==> src/rtl/encrypt_pkg.sv <==
// Shared types for the encrypted-byte output path: packed word, byte enables
// and the FIFO entry that carries them together.
package encrypt_pkg;

   localparam int BYTES_PER_WORD = 4;

   typedef logic [31:0] word_t;
   typedef logic [3:0]  be_t;

   typedef struct packed {
      be_t   be;
      word_t data;
   } out_entry_t;

   // Contiguous low-order enables for n valid bytes (n = 0..4).
   function automatic be_t be_from_count(input logic [2:0] n);
      return be_t'((5'd1 << n) - 5'd1);
   endfunction

endpackage

==> src/rtl/encrypt_out_fifo.sv <==
// Synchronous word FIFO with wrap-bit pointers; a push while full succeeds only
// when a pop frees the slot in the same cycle, otherwise the word is dropped.
module encrypt_out_fifo
   import encrypt_pkg::*;
#(
   parameter int DEPTH     = 4,
   parameter int AFULL_LVL = 3
) (
   input  logic                            clk,
   input  logic                            rst,
   input  logic                            push,
   input  logic [$bits(out_entry_t)-1:0]   wr_entry,
   input  logic                            pop,
   output logic [$bits(out_entry_t)-1:0]   head,
   output logic                            full,
   output logic                            empty,
   output logic                            almost_full,
   output logic                            drop
);

   localparam int AW = $clog2(DEPTH);
   localparam logic [AW:0] DEPTH_CNT = (AW+1)'(DEPTH);
   localparam logic [AW:0] AFULL_CNT = (AW+1)'(AFULL_LVL);

   out_entry_t  mem [DEPTH];
   logic [AW:0] wptr;
   logic [AW:0] rptr;
   logic [AW:0] occ;
   logic [AW:0] occ_next;
   logic        pop_ok;
   logic        push_ok;

   assign occ      = wptr - rptr;
   assign full     = (occ == DEPTH_CNT);
   assign empty    = (wptr == rptr);
   assign pop_ok   = pop & ~empty;
   assign push_ok  = push & (~full | pop_ok);
   assign drop     = push & ~push_ok;
   assign occ_next = occ + (AW+1)'(push_ok) - (AW+1)'(pop_ok);
   assign head     = mem[rptr[AW-1:0]];

   always_ff @(posedge clk or negedge rst) begin
      if (!rst) begin
         wptr        <= '0;
         rptr        <= '0;
         almost_full <= 1'b0;
         for (int i = 0; i < DEPTH; i++) mem[i] <= '0;
      end else begin
         if (push_ok) begin
            mem[wptr[AW-1:0]] <= wr_entry;
            wptr              <= wptr + 1'b1;
         end
         if (pop_ok) rptr <= rptr + 1'b1;
         // Registered from next-state occupancy so it lines up with the pointers.
         almost_full <= (occ_next >= AFULL_CNT);
      end
   end

endmodule

==> src/rtl/encrypt_out_packer.sv <==
// Packs the encryption pipeline's byte stream little-endian into 32-bit words
// with byte enables, buffers them and presents them on a valid/ready master.
module encrypt_out_packer
   import encrypt_pkg::*;
#(
   parameter int DEPTH     = 4,
   parameter int AFULL_LVL = 3
) (
   input  logic        clk,
   input  logic        rst,
   input  logic        v,
   input  logic [7:0]  din,
   input  logic        flush,
   input  logic        m_ready,
   output logic        m_valid,
   output logic [31:0] m_data,
   output logic [3:0]  m_be,
   output logic        almost_full,
   output logic        overflow,
   input  logic        clr_ovf
);

   logic [1:0]  cnt;
   logic [23:0] hold;
   logic [2:0]  nbytes;
   word_t       cur_word;
   logic        push;
   out_entry_t  wr_entry;
   out_entry_t  head_entry;
   logic        fifo_full;
   logic        fifo_empty;
   logic        fifo_drop;

   assign nbytes = {1'b0, cnt} + {2'b00, v};
   assign push   = (nbytes == 3'(BYTES_PER_WORD)) | (flush & (nbytes != 3'd0));

   // Unused upper lanes stay zero because hold is cleared on every push.
   always_comb begin
      cur_word = {8'h00, hold};
      if (v) begin
         for (int i = 0; i < BYTES_PER_WORD; i++)
            if (cnt == 2'(i)) cur_word[i*8 +: 8] = din;
      end
   end

   assign wr_entry.data = cur_word;
   assign wr_entry.be   = be_from_count(nbytes);

   always_ff @(posedge clk or negedge rst) begin
      if (!rst) begin
         cnt      <= '0;
         hold     <= '0;
         overflow <= 1'b0;
      end else begin
         if (push) begin
            cnt  <= '0;
            hold <= '0;
         end else if (v) begin
            for (int i = 0; i < BYTES_PER_WORD - 1; i++)
               if (cnt == 2'(i)) hold[i*8 +: 8] <= din;
            cnt <= cnt + 2'd1;
         end
         // A drop in the same cycle wins over the clear.
         if (fifo_drop)    overflow <= 1'b1;
         else if (clr_ovf) overflow <= 1'b0;
      end
   end

   encrypt_out_fifo #(
      .DEPTH     (DEPTH),
      .AFULL_LVL (AFULL_LVL)
   ) u_fifo (
      .clk         (clk),
      .rst         (rst),
      .push        (push),
      .wr_entry    (wr_entry),
      .pop         (m_ready),
      .head        (head_entry),
      .full        (fifo_full),
      .empty       (fifo_empty),
      .almost_full (almost_full),
      .drop        (fifo_drop)
   );

   assign m_valid = ~fifo_empty;
   assign m_data  = head_entry.data;
   assign m_be    = head_entry.be;

endmodule
==> config.mk <==
export PLATFORM = sky130hd
export DESIGN_NAME = encrypt_out_packer
export DESIGN_NICKNAME = d
export VERILOG_FILES = /design/src/rtl/encrypt_pkg.sv /design/src/rtl/encrypt_out_fifo.sv /design/src/rtl/encrypt_out_packer.sv
export SDC_FILE = /design/constraint.sdc
export NUM_CORES = 1
export LEC_CHECK = 0
export CORE_MARGIN = 2
export CORE_UTILIZATION = 50
export CTS_BUF_LIST = sky130_fd_sc_hd__clkbuf_8
export DETAILED_ROUTE_END_ITERATION = 6
export PLACE_DENSITY = 0.76
export SYNTH_ARGS = -nofsm -noshare
export SYNTH_HDL_FRONTEND = slang
export SYNTH_SLANG_ARGS = --single-unit
==> constraint.sdc <==
create_clock -name clk -period 7.5 [get_ports clk]
set_clock_uncertainty 0.05 [all_clocks]
set_input_delay 2.25 -clock clk [delete_from_list [all_inputs] [get_ports clk]]
set_output_delay 2.25 -clock clk [all_outputs]
set_load 0.005 [all_outputs]
Word level (Yosys, flattened, before mapping)

Index checks and enable logic that the tools add are counted.

Add/subtract/negate cells: 8
Magnitude comparators: 4
Eq/ne operators: 6
Shifts and indexed selects: 1
Multiplexer cells: 17
Bitwise logic cells: 11
Reductions and logical operators: 5

Operators with widths:

| cell                                                        | number |
|---|---|
| bitwise mux 144 bit                                         | 1 |
| 2-to-1 mux 36 bit                                           | 3 |
| binary-select mux 36 bit (select 2 bit)                     | 1 |
| demux 36 bit (select 2 bit)                                 | 1 |
| 2-to-1 mux 24 bit                                           | 2 |
| 2-to-1 mux 32 bit                                           | 1 |
| 2-to-1 mux 8 bit                                            | 4 |
| adder 3 x 1 -> 3 bit (second input constant)                | 2 |
| == test 3 bit (second input constant)                       | 2 |
| >= comparator 3 bit (second input constant)                 | 2 |
| inverter 2 -> 3 bit                                         | 2 |
| AND 1 bit                                                   | 4 |
| == test 2 bit (second input constant)                       | 2 |
| 2-to-1 mux 2 bit                                            | 2 |
| nonzero test 2 bit                                          | 2 |
| left shift 1 x 3 -> 4 bit (first input constant)            | 1 |
| subtractor 4 x 1 -> 4 bit (second input constant)           | 1 |
| adder 2 x 1 -> 3 bit                                        | 1 |
| adder 3 x 1 -> 3 bit                                        | 1 |
| == test 3 bit                                               | 1 |
| >= comparator 3 x 2 -> 1 bit (second input constant)        | 1 |
| less-than comparator 3 x 1 -> 1 bit (second input constant) | 1 |
| inverter 1 bit                                              | 3 |
| nonzero test 3 bit                                          | 1 |
| other kinds (8)                                             | 10 |

Register bits: 178
Input port bits: 14
Output and inout bits: 39
Word-level logic and storage cells: 66

Depth between registers and ports, before layout

Depth in word-level cells: 8
Gate-level depth with buffers: 14
Gate-level depth less buffers: 11

Cells and area by module

Synthesis repeated with hierarchy kept, for this count alone.

Cells, all modules: 523
Area, all modules: 8881.0 um^2

Modules (own cells, without submodules):

| module             | times used | cells each | area each (um^2) | sequential area each (um^2) |
|---|---|---|---|---|
| encrypt_out_fifo   | 1          | 399        | 7287.0           | 3778.6 |
| encrypt_out_packer | 1          | 124        | 1594.0           | 675.6 |

Worst setup path before layout

Ideal clock, no wire load.

Kind: in2reg
Start: input port v
End: register u_fifo.almost_full
Arrival: 4.261 ns
Slack: 3.069 ns
Stages: 10
Cells stage by stage: ha_1 -> ha_1 -> nor3b_1 -> nor2_1 -> a21oi_1 -> ha_1 -> fa_1 -> xor2_1 -> xnor2_1 -> nand2_1

Longest elaborated chain between the ends: 8
Elaborated cells on any way between the ends: 9
Those cells by class: add/sub (3); order compare (1); eq/ne (1); bitwise (3); reduce/logical (1)

Ends and longest elaborated chain:

| item                           | line                     | source |
|---|---|---|
| start, declared                | encrypt_out_packer.sv:11 | `input logic v,` |
| adder 2 x 1 -> 3 bit *         | encrypt_out_packer.sv:34 | `assign nbytes = {1'b0, cnt} + {2'b00, v};` |
| nonzero test 3 bit             | encrypt_out_packer.sv:35 | `assign push = (nbytes == 3'(BYTES_PER_WORD)) \| (flush & (nbytes != 3'd0));` |
| AND 1 bit                      | encrypt_out_packer.sv:35 |  |
| bitwise OR 1 bit *             | encrypt_out_packer.sv:35 |  |
| AND 1 bit *                    | encrypt_out_fifo.sv:37   | `assign push_ok = push & (~full \| pop_ok);` |
| net u_fifo.push_ok             | encrypt_out_fifo.sv:31   | `logic push_ok;` |
| adder 3 x 1 -> 3 bit *         | encrypt_out_fifo.sv:39   | `assign occ_next = occ + (AW+1)'(push_ok) - (AW+1)'(pop_ok);` |
| subtractor 3 x 1 -> 3 bit *    | encrypt_out_fifo.sv:39   |  |
| >= comparator 3 x 2 -> 1 bit * | encrypt_out_fifo.sv:55   | `almost_full <= (occ_next >= AFULL_CNT);` |
| end signal, assigned           | encrypt_out_fifo.sv:55   |  |
| end, declared                  | encrypt_out_fifo.sv:17   | `output logic almost_full,` |

Mark *: on every way through the listed nets, which the timed path passes. The rest lies on a longest branch.
A chain may end at the register's enable or synchronous reset.

Final worst setup path

Start: input port v
End: register u_fifo.mem[23] (netlist bit)

Longest elaborated chain between the ends: 5
Elaborated cells on any way between the ends: 8
Those cells by class: add/sub (1); eq/ne (1); mux (2); bitwise (3); reduce/logical (1)

Ends and longest elaborated chain:

| item                          | line                     | source |
|---|---|---|
| adder 2 x 1 -> 3 bit          | encrypt_out_packer.sv:34 |  |
| nonzero test 3 bit            | encrypt_out_packer.sv:35 |  |
| AND 1 bit                     | encrypt_out_packer.sv:35 |  |
| bitwise OR 1 bit              | encrypt_out_packer.sv:35 |  |
| AND 1 bit                     | encrypt_out_fifo.sv:37   |  |
| end signal, assigned by index | encrypt_out_fifo.sv:50   | `mem[wptr[AW-1:0]] <= wr_entry;` |
| end, declared                 | encrypt_out_fifo.sv:25   | `out_entry_t mem [DEPTH];` |

Parallel ways exist; a longest one is shown, timed or not.

==> summary.txt <==
Floorplan
  • Chip Width: 131.8 um
  • Ports: 53
  • FP Rows: 46
  • Die ar.: about 17,000 sq um
  • Initial Utilization: between 50% and 60%
  • Die height: approximately 130 um
  • Core Region: between 15,000 and 20,000 sq um

Power
  • PwrDens: between 400 and 500 nW/um^2
  • Peak supply drop: ~0.23 mV
  • Leak: roughly 4.3 nW
  • Final Power: 3.814 mW

Synth
  • Synth Cell Area: 8163 sq um
  • Area contributors post-synth: dfrtp_1 55%, mux2_2 18%, mux4_2 9.9%, mux2_1 3.7%, ha_1 2.5%
  • Area share of the largest cell type after synthesis: a little over half
  • Synth top cells by count: 178 x dfrtp_1, 134 x mux2_2, 36 x mux4_2
  • Yosys cell types: 30
  • Async set-or-reset flop fraction in the synthesized netlist: 100.0%
  • Post-synthesis sequential area ratio: between 50% and 60%
  • Synth Instances: about 520
  • Cell taking the most area after synthesis: dfrtp_1
  • Syn_nets: 548
  • Most used flip-flop cell after synthesis: dfrtp_1
  • Top-count cell post-synth: dfrtp_1
  • EDFF count, synth: 0
  • Post-synthesis sequential element count: around 180
  • Avg Inst Size Synth: between 15 and 20 sq um
  • YS warnings: 0

Route
  • WL final: about 16,000 um
  • Iter 0 DRT Violations: roughly 230
  • 1st-pass router iterations: 4
  • Post-detailed-route wirelength per cell: around 20 um
  • Vias per inst: roughly 5.5
  • Total number of vias: about 4,400
  • Post-route ant nets: 0
  • Number of remaining DRC errors: 0

Critical path
  • Crit path capture type: flop
  • Reg2reg setup slack: 3.75 ns
  • Arr. time, crit path: 5.71 ns
  • Crit-path max FO: 22
  • WP data required: about 8 ns
  • Worst Setup Path Type: in2reg
  • Crit path launch type: input pin

Clock network
  • Clock Latency Late Sink: about 0.46 ns
  • CTS tree: built
  • Cts hold-fix bufs: 0
  • Htree depth: 4
  • Postcts setup bufs: 0
  • Root Buffer: clkbuf_8
  • CTS sink count: roughly 180
  • Clock-pin slew on the worst setup and hold paths: 0.09 ns
  • Clock buffer depth: 2
  • CTS Buf Count: 17
  • Post-CTS Resized: 0

STA
  • Measured slew at the worst slew-check pin: between 1 and 1.5 ns
  • Worst slew margin: 26.30%
  • Setup-failing EPs final: 0
  • Final worst slack: 2.086 ns
  • Max Clk Rate: roughly 0.18 GHz
  • Post-route setup TNS: 0 ns
  • Fin crit period: about 5.4 ns
  • Unrepaired setup endpoints after global routing: false
  • Final hold vios: 0
  • Tcrit/Tclk final: a little over 70%
  • Final Max Slew Viols: 0

Finish
  • Filler cells: ~1,200
  • Ant. Diodes: 0
  • Area growth, synth to finish: 12.62%
  • Area occupied by multi-input gates: between 3000 and 4000 sq um
  • Non-Filler Instances: 800
  • Reg area: around 4500 sq um
  • Nets@finish: 603
  • Layout cell share with drive strength beyond 1: a little under two fifths

Run status
  • Status: finished clean

Global routing
  • Initial antenna violation count: 0
  • First-pass GRT wire length: about 27,000 um
  • Gr usage total: 19.85%
  • GR Overflow Total: 0
  • Number of global-route vias before repair: a little under 5,000
  • Largest net degree at the start of global routing: about 120

Placed design
  • Pre-CTS WS: 1.628 ns
  • Dpl hpwl: a little over 10,000 um
  • Final RePlAce weighted congestion: ~0.78
  • IO buf count: 52
  • Placed cells: 768

Worst hold path
  • Path type of the worst min-delay path: reg2reg

Run
  • Max Cap Violations: 0
registers in the layout, indices dropped and copies added, names as in the netlist:
register	cells
cnt	2
hold	24
overflow	1
u_fifo.almost_full	1
u_fifo.mem	144
u_fifo.rptr	3
u_fifo.wptr	3
area by class of cell:
type	instances	area share [%]
inverters	14	0.5717
clock inverters	13	1.116
clock buffers	19	2.845
repair buffers	60	6.329
well taps	216	2.940
multi-input cells	300	37.73
flip-flops and latches	178	48.47
logic make-up (layout without fill, tap and decap cells):
kind of cell    count (synthesis)  after routing  share of synthesized area (%)
fa+ha+maj                      18             18                          2.943
mux                           203            203                          33.03
compound gates                 13             13                          1.425
xor+xnor                       10             10                          1.165
flops                         178            178                          54.57
buf+inv                        38            106                          2.943
simple gates                   56             56                          3.924
metrics by stage:
step	utilization (%)	area, sq um	hold WS [ns]
after floorplan	-	8163	0.3837
final	57.66	9193	0.4272
after global routing	57.66	9193	0.4411
after CTS	57.66	9193	0.4318
after global placement	55.38	8828	0.3980
after detailed placement	55.38	8828	0.4074
worst max-delay path, stage by stage:
cell	delay (ns)
clkdlybuf4s50_1	0.66
ha_1	0.33
ha_1	0.32
nor3b_1	0.49
o21ai_0	0.27
a21oi_4	0.53
buf_4	0.45
mux2_2	0.39
where the power goes:
group | internal (mW) | switching (mW) | leakage [nW] | total (mW)
combinational | 0.949 | 0.734 | 1.74 | 1.68
sequential | 1.31 | 0.217 | 2.35 | 1.52
clock | 0.251 | 0.356 | 0.173 | 0.607
metal layers:
layer  share of wire, %  up-vias  GRT usage (%)
li1                   -     1967              -
met5                  0        -              0
met3                3.0       16          4.306
met1                 45     2354          26.39
met4                1.1        0          5.374
met2                 51       64          33.39
path summary, 6_finish.rpt:
| kind | startpoint | to | cells past startpoint |
|---|---|---|---|
| max in group asynchronous | rst | u_fifo.rptr[0] | 2 |
| setup reg to reg | u_fifo.rptr[1] | u_fifo.almost_full | 12 |
| hold reg to reg | u_fifo.mem[104] | u_fifo.mem[104] | 1 |
| hold / removal | u_fifo.mem[104] | u_fifo.mem[104] | 1 |
| setup / recovery | v | u_fifo.mem[23] | 8 |
| min in group asynchronous | rst | u_fifo.mem[93] | 1 |
cell usage in the layout (no fill, tap or decap), drive strengths merged, types with 3 or more instances in the layout:
cell type and n:
a21oi 5, and2 24, and3 8, buf 9, clkbuf 19, clkdlybuf4s50 51, clkinv 4, clkinvlp 5
dfrtp 178, ha 16, inv 18, mux2 161, mux2i 6, mux4 36, nand2 8, nand3 3
nor2 4, o21ai 6, or2 5, xnor2 7, xor2 3
No activity file was read; power rests on OpenSTA's default activity.
